`config.mk`:
```
export PLATFORM = sky130hd
export DESIGN_NAME = ps2_host_tx
export DESIGN_NICKNAME = d
export VERILOG_FILES = /design/src/rtl/ps2_host_tx.sv
export SDC_FILE = /design/constraint.sdc
export NUM_CORES = 1
export LEC_CHECK = 0
export CORE_ASPECT_RATIO = 1.75
export CORE_MARGIN = 10
export CORE_UTILIZATION = 40
export CTS_BUF_LIST = sky130_fd_sc_hd__clkbuf_8
export CTS_CLUSTER_SIZE = 30
export DETAILED_ROUTE_END_ITERATION = 12
export SLEW_MARGIN = 40
export SYNTH_ARGS = -nofsm -noshare
export SYNTH_HDL_FRONTEND = slang
export SYNTH_SLANG_ARGS = --single-unit
```
`constraint.sdc`:
```
create_clock -name Clk -period 1.6 [get_ports Clk]
set_input_delay 0.48 -clock Clk [delete_from_list [all_inputs] [get_ports Clk]]
set_output_delay 0.48 -clock Clk [all_outputs]
set_load 0.02 [all_outputs]
```
`src/rtl/ps2_host_tx.sv`:
```
// ps2_host_tx: PS/2 host-to-device command transmitter driving open-drain pull-low enables.
// Optional PS2_TX_ACK_CHECK_EN: a device NACK on the ack clock drops the byte with tx_err instead of tx_done.
module ps2_host_tx #(
    parameter int CLK_HZ     = 50_000_000,
    parameter int INHIBIT_US = 100,
    parameter int TIMEOUT_US = 15000
) (
    input  logic       Clk,
    input  logic       Rst,
    input  logic [7:0] tx_data,
    input  logic       tx_valid,
    output logic       tx_ready,
    input  logic       key_clk_in,
    input  logic       key_data_in,
    output logic       key_clk_oe,
    output logic       key_data_oe,
    output logic       tx_busy,
    output logic       tx_done,
    output logic       tx_err
);
    localparam int INH = CLK_HZ / 1_000_000 * INHIBIT_US;
    localparam int TMO = CLK_HZ / 1_000_000 * TIMEOUT_US;
    localparam int CW  = $clog2((INH > TMO ? INH : TMO) + 1);
    localparam logic [CW-1:0] INH_LAST = CW'(INH - 1);
    localparam logic [CW-1:0] TMO_LAST = CW'(TMO - 1);

    typedef enum logic [2:0] {IDLE, INHIBIT, REQ, DATA, ACK, WAITIDLE, FIN} state_t;

    state_t          state;
    logic [7:0]      byte_r;
    logic            par;
    logic [CW-1:0]   cnt;
    logic [3:0]      bit_cnt;
    logic            kc_s1, kc_s2, kc_s3, kd_s1, kd_s2;
    logic            fe;

    assign fe      = kc_s3 & ~kc_s2;
    assign tx_busy = ~tx_ready;

    always_ff @(posedge Clk or negedge Rst) begin
        if (!Rst) begin
            state       <= IDLE;
            byte_r      <= '0;
            par         <= 1'b0;
            cnt         <= '0;
            bit_cnt     <= '0;
            kc_s1       <= 1'b1;
            kc_s2       <= 1'b1;
            kc_s3       <= 1'b1;
            kd_s1       <= 1'b1;
            kd_s2       <= 1'b1;
            tx_ready    <= 1'b1;
            key_clk_oe  <= 1'b0;
            key_data_oe <= 1'b0;
            tx_done     <= 1'b0;
            tx_err      <= 1'b0;
        end else begin
            kc_s1   <= key_clk_in;
            kc_s2   <= kc_s1;
            kc_s3   <= kc_s2;
            kd_s1   <= key_data_in;
            kd_s2   <= kd_s1;
            tx_done <= 1'b0;
            tx_err  <= 1'b0;
            case (state)
                IDLE: if (tx_valid) begin
                    byte_r     <= tx_data;
                    par        <= ~^tx_data;
                    cnt        <= '0;
                    key_clk_oe <= 1'b1;
                    tx_ready   <= 1'b0;
                    state      <= INHIBIT;
                end
                INHIBIT: if (cnt == INH_LAST) begin
                    key_data_oe <= 1'b1;
                    state       <= REQ;
                end else begin
                    cnt <= cnt + CW'(1);
                end
                REQ: begin
                    key_clk_oe <= 1'b0;
                    bit_cnt    <= '0;
                    cnt        <= '0;
                    state      <= DATA;
                end
                DATA, ACK, WAITIDLE: begin
                    cnt <= fe ? '0 : cnt + CW'(1);
                    if (state == WAITIDLE && kc_s2 && kd_s2) begin
                        tx_done <= 1'b1;
                        state   <= FIN;
                    end else if (fe && state == DATA) begin
                        // fe 1..8 data LSB first, fe 9 parity, fe 10 releases for the stop bit
                        bit_cnt     <= bit_cnt + 4'd1;
                        key_data_oe <= bit_cnt == 4'd8 ? ~par : bit_cnt == 4'd9 ? 1'b0 : ~byte_r[bit_cnt[2:0]];
                        if (bit_cnt == 4'd9) state <= ACK;
                    end else if (fe && state == ACK) begin
`ifdef PS2_TX_ACK_CHECK_EN
                        if (kd_s2) begin
                            tx_err <= 1'b1;
                            state  <= FIN;
                        end else begin
                            state <= WAITIDLE;
                        end
`else
                        state <= WAITIDLE;
`endif
                    end else if (!fe && cnt == TMO_LAST) begin
                        key_clk_oe  <= 1'b0;
                        key_data_oe <= 1'b0;
                        tx_err      <= 1'b1;
                        state       <= FIN;
                    end
                end
                // one spare cycle keeps done/err pulses apart from the rise of tx_ready
                FIN: begin
                    tx_ready <= 1'b1;
                    state    <= IDLE;
                end
                default: state <= IDLE;
            endcase
        end
    end
endmodule

```
==> results of run 1 <==
[flip-flops by register name (all words and copies together) (netlist names)]
register and flops:
cnt 20, byte_r 8, bit_cnt 4, state 3, kc_s1 1, kc_s2 1
kc_s3 1, kd_s1 1, kd_s2 1, key_clk_oe 1, key_data_oe 1, par 1
tx_done 1, tx_err 1, tx_ready 1
[placed cells by master, fill, tap and decap left out, types with 4 or more instances in the layout]
cell,instances
a21oi_1,12
and4_4,5
buf_4,65
buf_6,9
clkbuf_8,6
clkdlybuf4s50_1,10
dfrtp_1,35
dfrtp_2,5
dfstp_2,6
dlygate4sd2_1,5
inv_1,8
mux2_2,9
mux2i_1,4
nand2_1,18
nand2_2,4
nand3_1,10
nand3b_1,4
nand4_1,5
nor2_1,22
nor4_4,5
o21ai_0,8
o21ai_1,10
or3_1,5
xnor2_1,10
xor2_1,8
[worst min-delay path by stage]
| stage | start | end | slack (ps) | cells past startpoint |
|---|---|---|---|---|
| 5_1_grt | Rst | par | 140 | 2 |
| 3_5_place_dp | kd_s1 | kd_s2 | 350 | 0 |
| 6_report | Rst | state[0] | 130 | 2 |
| 4_1_cts | Rst | state[0] | 130 | 2 |
| 3_3_place_gp | kc_s1 | kc_s2 | 350 | 0 |
| 2_1_floorplan | Rst | bit_cnt[0] | 180 | 0 |
[logic make-up (layout without fill, tap and decap cells)]
| family | Yosys count | count (layout) | synth area share |
|---|---|---|---|
| buffers and inverters | 18 | 112 | 0.0353 |
| adder cells (fa/ha/maj) | 4 | 4 | 0.0194 |
| AND/OR/NAND/NOR | 101 | 102 | 0.226 |
| XOR/XNOR | 18 | 18 | 0.0610 |
| AO/OA/AOI/OAI | 57 | 57 | 0.138 |
| flip-flops | 46 | 46 | 0.448 |
| multiplexers | 15 | 15 | 0.0721 |
[repair_timing]
item / CTS / global route
pin swaps: 35 / 18
endpoints found under the setup margin: 39 / 37
resized for setup: 61 / 21
setup buffers: 10 / 6
hold buffers: 0 / 0
gates cloned: 1 / 1
[critical path, delay by kind of cell, from the launching register on]
family                   cells  cell delay (ps)
AO/OA/AOI/OAI                3              420
flip-flops                   1              400
AND/OR/NAND/NOR              2              390
adder cells (fa/ha/maj)      1              190
buffers and inverters        1              170
[metal layers]
metal / up-vias / global-route usage / wire [um]
met5: - / 0 / 0
met4: 0 / 0.0635 / 192
met3: 12 / 0.0332 / 199
met2: 31 / 0.273 / 4170
met1: 1116 / 0.142 / 2390
li1: 1121 / - / -
[report_power, final]
group | switching, mW | internal [mW] | total (mW)
Clock | 0.396 | 0.503 | 0.899
Sequential | 0.119 | 1.29 | 1.41
Combinational | 0.326 | 0.425 | 0.751
Total | 0.841 | 2.22 | 3.06
[through the flow]
step	total power [mW]	utilization	instances
2_1_floorplan	1.67	-	259
3_3_place_gp	1.94	0.530	409
3_5_place_dp	1.95	0.530	409
4_1_cts	3.02	0.590	427
5_1_grt	3.22	0.614	434
6_report	3.06	0.614	434
[area by class of cell]
type                            count  area share
Clock buffer                        6      0.0216
Inverter                            8     0.00785
Timing Repair Buffer               96       0.218
Clock inverter                      2     0.00884
Tap cell                           80      0.0262
Multi-Input combinational cell    196       0.413
Sequential cell                    46       0.305
==> results by group, run 1 <==
Run status
  • Status: complete, but fails checks
  • Failing checks: negative setup slack

Routing
  • Drt first pass iters: 5
  • WL/cell: 16.0 um
  • DRC viols: 0
  • Vias/cell: 5.25
  • Total routed wirelength: 6950 um
  • 1st-iter DRT viols: 109
  • Final ANT Viol Nets: 0
  • DR vias: 2280

STA
  • Final Setup Violations: 13
  • Hold Worst Slack: 129 ps
  • Crit share post-route: 1.05
  • RSZ-0062 raised after global routing: yes
  • Skew final: 13.6 ps
  • Final hold viol count: 0
  • Final WS setup: -84.5 ps
  • Worst-Margin Slew: 559 ps
  • Fmax: 594 MHz
  • Rel. slew slack: 0.624
  • Min cycle time layout: 1680 ps
  • Slew Viols, Final: 0
  • Setup TNS: -479 ps

Worst setup path
  • Reg2Reg Launch Point: cnt[0]
  • CP Capture Type: flip-flop
  • Worst-path maximum fanout: 4
  • Startpoint types: flip-flop
  • Crit-path cells: ha_4, nand3_4, nor4_4, buf_4, o2bb2ai_4, o211ai_1, a2bb2oi_1
  • CP endpoint: state[0]
  • Reg2reg end: state[0]
  • R2R depth: 7
  • Setup crit start: cnt[0]
  • R2r setup slk: -80 ps
  • Max incr delay on CP: 400 ps
  • Arrival time worst endpoint: 1890 ps
  • Critical path class: reg2reg
  • CP max-delay cell: dfrtp_1
  • Crit path required time: 1810 ps

Clock tree
  • CTS sink cnt: 46
  • CTS tree: built
  • Num CTS Buffers: 5
  • Clk pin slew, worst setup/hold paths: 90 ps
  • Max Buffers Root-to-Sink: 2
  • H-tree levels: 2
  • Root Driver: clkbuf_8
  • Worst-Skew Late Latency: 320 ps

Die
  • Total I/O pin count: 19
  • Chip Width: 80.8 um
  • Row count: 38
  • Chip height: 126 um
  • Die ar.: 10200 sq um
  • Initial Util: 0.415
  • Core area: 6230 sq um

Global route
  • Antenna violations before repair: 0
  • First-pass GRT wire length: 11600 um
  • Total GRT Usage: 0.145
  • Vias in the first global route: 2363
  • Total grt overflow: 0
  • Largest net degree at the start of global routing: 47

Pwr
  • LEAKAGE: 1.66 nW
  • Power per Cell Area: 800 nW/um^2
  • Peak supply drop: 0.744 mV

Synthesis
  • Post-synth EDFFs: 0
  • Most used flip-flop cell after synthesis: dfrtp_1
  • Synthesized instance count: 259
  • Post-synthesis sequential area ratio: 0.448
  • Yosys top cell by area: dfrtp_1
  • Yosys reg bits: 46
  • Area of the mapped netlist: 2590 sq um
  • Yosys top cell area share: 0.387
  • Most frequent cells after synthesis: dfrtp_1 (40), nor2_1 (23), nand2_1 (22), o21ai_0 (16), a21oi_1 (15)
  • Synth Warn #: 0
  • Post-synthesis cell type count: 56
  • Most numerous cell in the Yosys netlist: dfrtp_1
  • Post-Syn Nets: 276
  • Post-synth ARST share: 1.00
  • Synth top area cells: dfrtp_1 (39%), dfstp_2 (6.1%), mux2_2 (3.9%), xnor2_1 (3.4%), nor2_1 (3.3%)
  • Syn avg cell area: 9.99 sq um

Job
  • Max_cap viols: 0

Placement
  • Area after DPL: 3300 sq um
  • IO buf count: 18
  • Post-DP HPWL: 5020 um
  • Pre-CTS setup slack: -507 ps
  • GP Congestion: 0.838

Final layout
  • Area of the multi-input gates: 1580 sq um
  • Storage element area: 1160 sq um
  • Nets: 370
  • Diodes inserted: 0
  • # fillers: 538
  • Layout cells sized above 1: 0.438
  • Synthesis-to-layout area growth: 47.8%
  • Post-route cell area: 3820 sq um

Worst hold path
  • Hold Crit Class: in2async
No activity file was read; power rests on OpenSTA's default activity.
==> run 2: changes to the inputs <==
- CTS_CLUSTER_DIAMETER: unset -> 50
- clock period: 1.6 -> 1.5 ns (I/O delays scaled with it)
==> run 2 against run 1 <==
  * The run still ends with negative setup slack left
  * First-iteration DRC count increased by 1.8%
  * Register-to-register slack got worse by 150 ps
  * Clock skew is 3.6 ps lower
  * Global-route usage up 0.15 points
  * Critical endpoint unchanged
  * Sequential power is 6% higher
  * Design area rose by 8.0%
  * Sequential cell count unchanged
  * Critical path depth did not move
  * Total power rose by 5.3%
==> results by group, run 2 (synthesis gave the netlist of run 1 again) <==
Final layout
  • Largest register FFs: 20 (unchanged)
  • Diodes inserted: 0 (unchanged)
  • Top Registers: cnt (20), byte_r (8), bit_cnt (4)
  • Layout cells sized above 1: 0.503 (+0.0648)
  • Commonest non-fill, non-tap cells in the layout: buf_4 (84), dfrtp_1 (36), nor2_1 (18)
  • # fillers: 484 (-10%)
  • Largest Register: cnt
  • Nets: 394 (+6.5%)
  • Synthesis-to-layout area growth: 59.7%
  • Most common cell after layout, fill and taps aside: buf_4
  • Final Instance Count excl. Fillers: 458 (+5.5%)

STA
  • Crit share post-route: 1.15 (+0.101)
  • Final hold viol count: 0 (unchanged)
  • Rel. slew slack: 0.765 (+0.141)
  • Skew final: 9.97 ps (-3.60 ps)
  • Hold Worst Slack: 38.4 ps (-90.5 ps)
  • Worst-Margin Slew: 353 ps (-206 ps)
  • Min cycle time layout: 1730 ps (+45.9 ps)
  • Final Setup Violations: 32 (+19)
  • Fmax: 578 MHz (-2.7%)
  • Setup TNS: -3780 ps (-3300 ps)
  • RSZ-0062 raised after global routing: yes
  • Slew Viols, Final: 0 (unchanged)
  • Final WS setup: -230 ps (-146 ps)

Routing
  • WL/cell: 16.3 um (+1.6%)
  • Final ANT Viol Nets: 0 (unchanged)
  • DRC viols: 0 (unchanged)
  • Vias/cell: 5.22 (-0.67%)
  • 1st-iter DRT viols: 111 (+1.8%)
  • Drt first pass iters: 4 (-1)
  • DR vias: 2390 (+4.8%)
  • Total routed wirelength: 7460 um (+7.2%)

Placement
  • Placed insts: 428 (+4.6%)
  • Pre-CTS setup slack: -620 ps (-113 ps)
  • GP Congestion: 0.852 (+1.7%)
  • Post-DP HPWL: 5230 um (+4.3%)
  • IO buf count: 18 (unchanged)

Clock tree
  • Root Driver: clkbuf_8
  • Num CTS Buffers: 5 (unchanged)
  • H-tree levels: 2 (unchanged)
  • CTS sink cnt: 46 (unchanged)
  • Max Buffers Root-to-Sink: 2 (unchanged)
  • Clk pin slew, worst setup/hold paths: 90 ps (about the same)
  • Cts hold-fix bufs: 0 (unchanged)
  • CTS tree: built
  • Worst-Skew Late Latency: 300 ps (-20 ps)

Global route
  • Antenna violations before repair: 0 (unchanged)
  • First-pass GRT wire length: 12100 um (+4.1%)
  • Vias in the first global route: 2571 (+8.8%)
  • Total grt overflow: 0 (unchanged)
  • Total GRT Usage: 0.146 (+0.00152)
  • Largest net degree at the start of global routing: 19 (-60%)

Die
  • Die ar.: 10200 sq um (unchanged)
  • Total I/O pin count: 19 (unchanged)
  • Chip Width: 80.8 um (unchanged)
  • Row count: 38 (unchanged)
  • Initial Util: 0.415 (unchanged)
  • Core area: 6230 sq um (unchanged)
  • Chip height: 126 um (unchanged)

Worst hold path
  • Hold Crit Class: in2async

Worst setup path
  • CP max-delay cell: dfrtp_1
  • Startpoint types: flip-flop
  • Reg2Reg Launch Point: cnt[17]
  • Crit-path cells: buf_6, nand4_1, nor4_4, buf_4, o2bb2ai_4, o211ai_1, a2bb2oi_1
  • Critical path class: reg2reg
  • Max incr delay on CP: 420 ps (+20 ps)
  • Worst-path maximum fanout: 2 (-2)
  • Arrival time worst endpoint: 1910 ps (+20 ps)
  • Setup crit start: cnt[17]
  • R2R depth: 7 (unchanged)
  • CP Capture Type: flip-flop
  • Crit path required time: 1680 ps (-130 ps)

Job
  • Max_cap viols: 0 (unchanged)

Pwr
  • LEAKAGE: 1.85 nW (+11%)
  • NetSw: 950 uW (+13%)
  • Switch share: 0.295 (+0.0199)
  • Pint: 2.27 mW (+2.4%)
  • Total power draw: 3.22 mW (+5.3%)
  • Clk pwr share: 0.226 (-0.068)
  • Sequential fraction of design power: 0.464 (+0.003)
  • Power per Cell Area: 780 nW/um^2 (-2.5%)
  • Combinational power share: 0.310 (+0.065)
  • Peak supply drop: 0.661 mV (-11%)

Run status
  • Status: complete, but fails checks
  • Failing checks: negative setup slack
## run 2: changes by cell type in the layout (fill, tap and decap cells not counted), sizes merged
cell and change:
and4 -1, buf +25, bufinv -1, clkdlybuf4s15 +1, dlygate4sd2 -2, inv +2
## run 2: what timing repair did
action,in CTS,in global routing
pin swaps,26,25
cloned,2,0
setup endpoints to repair,42,40
setup buffers,12,11
resized for setup,67,33
## run 2: layout make-up
class	count	area (sq um)	share of cell area
flip-flops and latches	46	1160	0.282
well taps	80	100	0.0242
inverters	8	35.0	0.00848
clock inverters	3	11.3	0.00273
repair buffers	121	1070	0.258
multi-input cells	195	1680	0.408
clock buffers	5	68.8	0.0167
## run 2: through the flow
stage               utilization  cell area, sq um
floorplan                     -              2660
global placement          0.563              3510
detailed placement        0.563              3510
CTS                       0.630              3920
global route              0.663              4130
finish                    0.663              4130
## run 2: worst max-delay path, delay by kind of cell, from the launching register on
family,cells,cell delay (ps)
buffers and inverters,2,300
AO/OA/AOI/OAI,3,400
flip-flops,1,420
AND/OR/NAND/NOR,2,490
## run 2: power groups by stage
stage | registers (mW) | clock network [mW] | logic [mW]
CTS | 1.49 | 0.744 | 0.832
detailed placement | 1.49 | 0 | 0.715
finish | 1.50 | 0.727 | 0.999
global placement | 1.49 | 0 | 0.700
floorplan | 1.49 | 0 | 0.305
global route | 1.52 | 0.789 | 1.08
## run 2: final timing paths
kind                       slack [ps]         end
max                              -230    state[0]
min reg2reg                       350       kd_s2
max in group asynchronous         880    state[2]
max reg2reg                      -230    state[0]
min                                40  key_clk_oe
min in group Clk                  350       kd_s2
## run 2: layer usage
layer | wire, um | up-vias | track usage
met5 | 0 | - | 0
met4 | 230 | 0 | 0.0583
met3 | 153 | 18 | 0.0191
met2 | 4330 | 29 | 0.285
met1 | 2740 | 1182 | 0.146
li1 | - | 1161 | -
==> run 3: changes to the inputs <==
- ABC_AREA: unset -> 1
- CTS_CLUSTER_SIZE: 30 -> 10
==> run 3 against run 2 <==
  * The run still ends with negative setup slack left
  * Wire length is 24% higher
  * Core utilization is 2.4 points lower
  * Maximum frequency is 4.2% higher
  * Non-clock buffer count is 9 lower
  * Cell count is 30% higher
  * Register-to-register slack better by 70 ps
  * Clock power is 26% higher
  * Combinational power grew to 3.7 times the previous value
  * Critical path depth is 2 higher
  * Worst hold slack better by 55 ps
  * Critical endpoint is now cnt[12]
==> results by group, run 3 <==
Run status
  • Status: complete, but fails checks
  • Failing checks: negative setup slack

Routing
  • 1st-iter DRT viols: 184 (+66%)
  • DRC viols: 0 (unchanged)
  • WL/cell: 15.5 um (-5.1%)
  • Drt first pass iters: 4 (unchanged)
  • DR vias: 3192 (+34%)
  • Total routed wirelength: 9230 um (+24%)
  • Final ANT Viol Nets: 0 (unchanged)
  • Vias/cell: 5.35 (+2.5%)

Final layout
  • Commonest non-fill, non-tap cells in the layout: nand2_1 (83), buf_4 (82), nand3_1 (39), dfrtp_1 (39), inv_1 (36)
  • Synthesis-to-layout area growth: 54.6%
  • Layout cells sized above 1: 0.421 (-0.0816)
  • Most common cell after layout, fill and taps aside: nand2_1
  • Largest Register: cnt
  • Largest register FFs: 20 (unchanged)
  • Top Registers: cnt (20), byte_r (8), bit_cnt (4)
  • Nets: 529 (+34%)
  • Diodes inserted: 0 (unchanged)
  • Final Instance Count excl. Fillers: 597 (+30%)

Clock tree
  • H-tree levels: 2 (unchanged)
  • Max Buffers Root-to-Sink: 2 (unchanged)
  • CTS sink cnt: 46 (unchanged)
  • Num CTS Buffers: 5 (unchanged)
  • Clk pin slew, worst setup/hold paths: 90 ps (about the same)
  • Root Driver: clkbuf_8
  • Worst-Skew Late Latency: 320 ps (+20 ps)
  • CTS tree: built

Global route
  • Total GRT Usage: 0.165 (+0.0185)
  • Largest net degree at the start of global routing: 47 (+28)
  • First-pass GRT wire length: 15200 um (+26%)
  • Antenna violations before repair: 0 (unchanged)
  • Total grt overflow: 0 (unchanged)
  • Vias in the first global route: 3374 (+31%)

Placement
  • Pre-CTS setup slack: -302 ps (+318 ps)
  • Placed insts: 574 (+34%)
  • IO buf count: 18 (unchanged)
  • GP Congestion: 0.893 (+4.8%)
  • Post-DP HPWL: 6460 um (+24%)

Worst setup path
  • Max incr delay on CP: 440 ps (+20 ps)
  • R2R depth: 9 (+2)
  • Setup crit start: cnt[11]
  • Startpoint types: flip-flop
  • Crit path required time: 1760 ps (+80 ps)
  • CP max-delay cell: dfrtp_1
  • Crit-path cells: nor2_2, nand3_1, nor2_2, nand3_2, o21bai_4, buf_12, buf_12, nand2_2, nand2_1
  • Arrival time worst endpoint: 1920 ps (about the same)
  • Critical path class: reg2reg
  • Reg2reg end: cnt[12]
  • Worst-path maximum fanout: 5 (+3)
  • R2r setup slk: -160 ps (+70 ps)
  • CP Capture Type: flip-flop
  • CP endpoint: cnt[12]
  • Reg2Reg Launch Point: cnt[11]

STA
  • Final WS setup: -161 ps (+69.2 ps)
  • Setup TNS: -2620 ps (+1160 ps)
  • Final hold viol count: 0 (unchanged)
  • RSZ-0062 raised after global routing: yes
  • Slew Viols, Final: 0 (unchanged)
  • Fmax: 602 MHz (+4.2%)
  • Min cycle time layout: 1660 ps (-69.2 ps)
  • Crit share post-route: 1.11 (-0.0461)
  • Final Setup Violations: 22 (-31%)
  • Skew final: 6.78 ps (-3.19 ps)
  • Rel. slew slack: 0.776 (+0.0109)
  • Worst-Margin Slew: 336 ps (-16.7 ps)

Die
  • Core area: 6960 sq um (+12%)
  • Chip height: 132 um (+4.6%)
  • Initial Util: 0.413 (-0.00210)
  • Chip Width: 84.1 um (+4.1%)
  • Die ar.: 11100 sq um (+8.8%)
  • Row count: 40 (+5.3%)
  • Total I/O pin count: 19 (unchanged)

Synthesis
  • Most numerous cell in the Yosys netlist: nand2_1
  • Syn avg cell area: 7.20 sq um (-28%)
  • Most used flip-flop cell after synthesis: dfrtp_1
  • Post-Syn Nets: 416 (+51%)
  • Synth Warn #: 0 (unchanged)
  • Yosys reg bits: 46 (unchanged)
  • Yosys top cell area share: 0.348 (-0.0388)
  • Area of the mapped netlist: 2870 sq um (+11%)
  • Yosys top cell by area: dfrtp_1
  • Most frequent cells after synthesis: nand2_1 (115), nand3_1 (54), nor2_1 (47), inv_1 (42), dfrtp_1 (40)
  • Post-synthesis cell type count: 29 (-48%)
  • Synth top area cells: dfrtp_1 (35%), nand2_1 (15%), nand3_1 (9.4%), nor2_1 (6.1%), dfstp_2 (5.5%)
  • Post-synthesis sequential area ratio: 0.403 (-0.0449)
  • Post-synth EDFFs: 0 (unchanged)
  • Post-synth ARST share: 1.00 (unchanged)
  • Synthesized instance count: 399 (+54%)

Pwr
  • Peak supply drop: 1.17 mV (+78%)
  • Sequential fraction of design power: 0.276 (-0.188)
  • Combinational power share: 0.579 (+0.269)
  • LEAKAGE: 2.26 nW (+22%)
  • Clk pwr share: 0.145 (-0.081)
  • NetSw: 2.63 mW (+180%)
  • Pint: 3.70 mW (+63%)
  • Power per Cell Area: 1420 nW/um^2 (+82%)
  • Switch share: 0.415 (+0.121)

Worst hold path
  • Hold Crit Class: in2async

Job
  • Max_cap viols: 0 (unchanged)
run 3: changes by cell type in the layout (fill, tap and decap cells not counted), sizes merged, moves of 8 or more:
cell | previous run | this run
inv | 11 | 44
nand3 | 14 | 55
a21oi | 16 | 4
nand2 | 22 | 116
nand4 | 5 | 14
nor2 | 23 | 48
buf | 105 | 97
run 3: cell families (layout without fill, tap and decap cells):
family                   after synthesis  in the layout  synth area share
AO/OA/AOI/OAI                         31             31            0.0649
XOR/XNOR                              15             15            0.0457
adder cells (fa/ha/maj)                4              4            0.0174
buffers and inverters                 50            164            0.0697
flip-flops                            46             46             0.403
multiplexers                           8              8            0.0313
AND/OR/NAND/NOR                      245            245             0.368
run 3: cell type report:
class | count | area (sq um)
well taps | 84 | 105
repair buffers | 112 | 993
clock buffers | 8 | 110
flip-flops and latches | 46 | 1160
inverters | 44 | 168
fillers | 593 | 2510
multi-input cells | 303 | 1910
run 3: power groups by stage:
stage	combinational [mW]	clock, mW	sequential (mW)
6_report	3.66	0.915	1.75
5_1_grt	3.93	0.987	1.79
4_1_cts	3.71	0.948	1.73
3_5_place_dp	2.55	0	1.73
3_3_place_gp	2.52	0	1.73
2_1_floorplan	1.42	0	1.76
run 3: worst min path at each step:
stage / start / cells past startpoint / to
2_1_floorplan: Rst / 0 / bit_cnt[0]
3_3_place_gp: kc_s1 / 0 / kc_s2
3_5_place_dp: kc_s1 / 0 / kc_s2
4_1_cts: Rst / 2 / cnt[15]
5_1_grt: Rst / 2 / cnt[17]
6_report: Rst / 2 / cnt[17]
run 3: routing by layer:
| metal | part of all wire | track usage | vias to the layer above |
|---|---|---|---|
| met5 | 0 | 0 | - |
| li1 | - | - | 1531 |
| met1 | 0.34 | 0.131 | 1514 |
| met3 | 0.039 | 0.0328 | 51 |
| met4 | 0.074 | 0.137 | 0 |
| met2 | 0.55 | 0.322 | 96 |
run 3: timing repair:
item	4_1_cts	5_1_grt
resized for setup	99	46
setup buffers	12	6
pin swaps	23	13
cloned	3	0
setup endpoints to repair	35	39
hold buffers	0	0
run 3: per-stage QoR:
step           instance area, sq um  utilization  hold slack [ps]  total power, mW
2_1_floorplan                  2890            -              154             3.18
3_3_place_gp                   3760        0.541              346             4.25
3_5_place_dp                   3760        0.541              349             4.28
6_report                       4440        0.639             93.4             6.33
5_1_grt                        4440        0.639              105             6.70
4_1_cts                        4330        0.622              107             6.38
run 3: worst max-delay path: cells and delay by family (launching register included):
| kind | cells | cell delay (ps) |
|---|---|---|
| and+or+nand+nor | 6 | 660 |
| AOI/OAI and AO/OA | 1 | 220 |
| buffers and inverters | 2 | 280 |
| DFF | 1 | 440 |
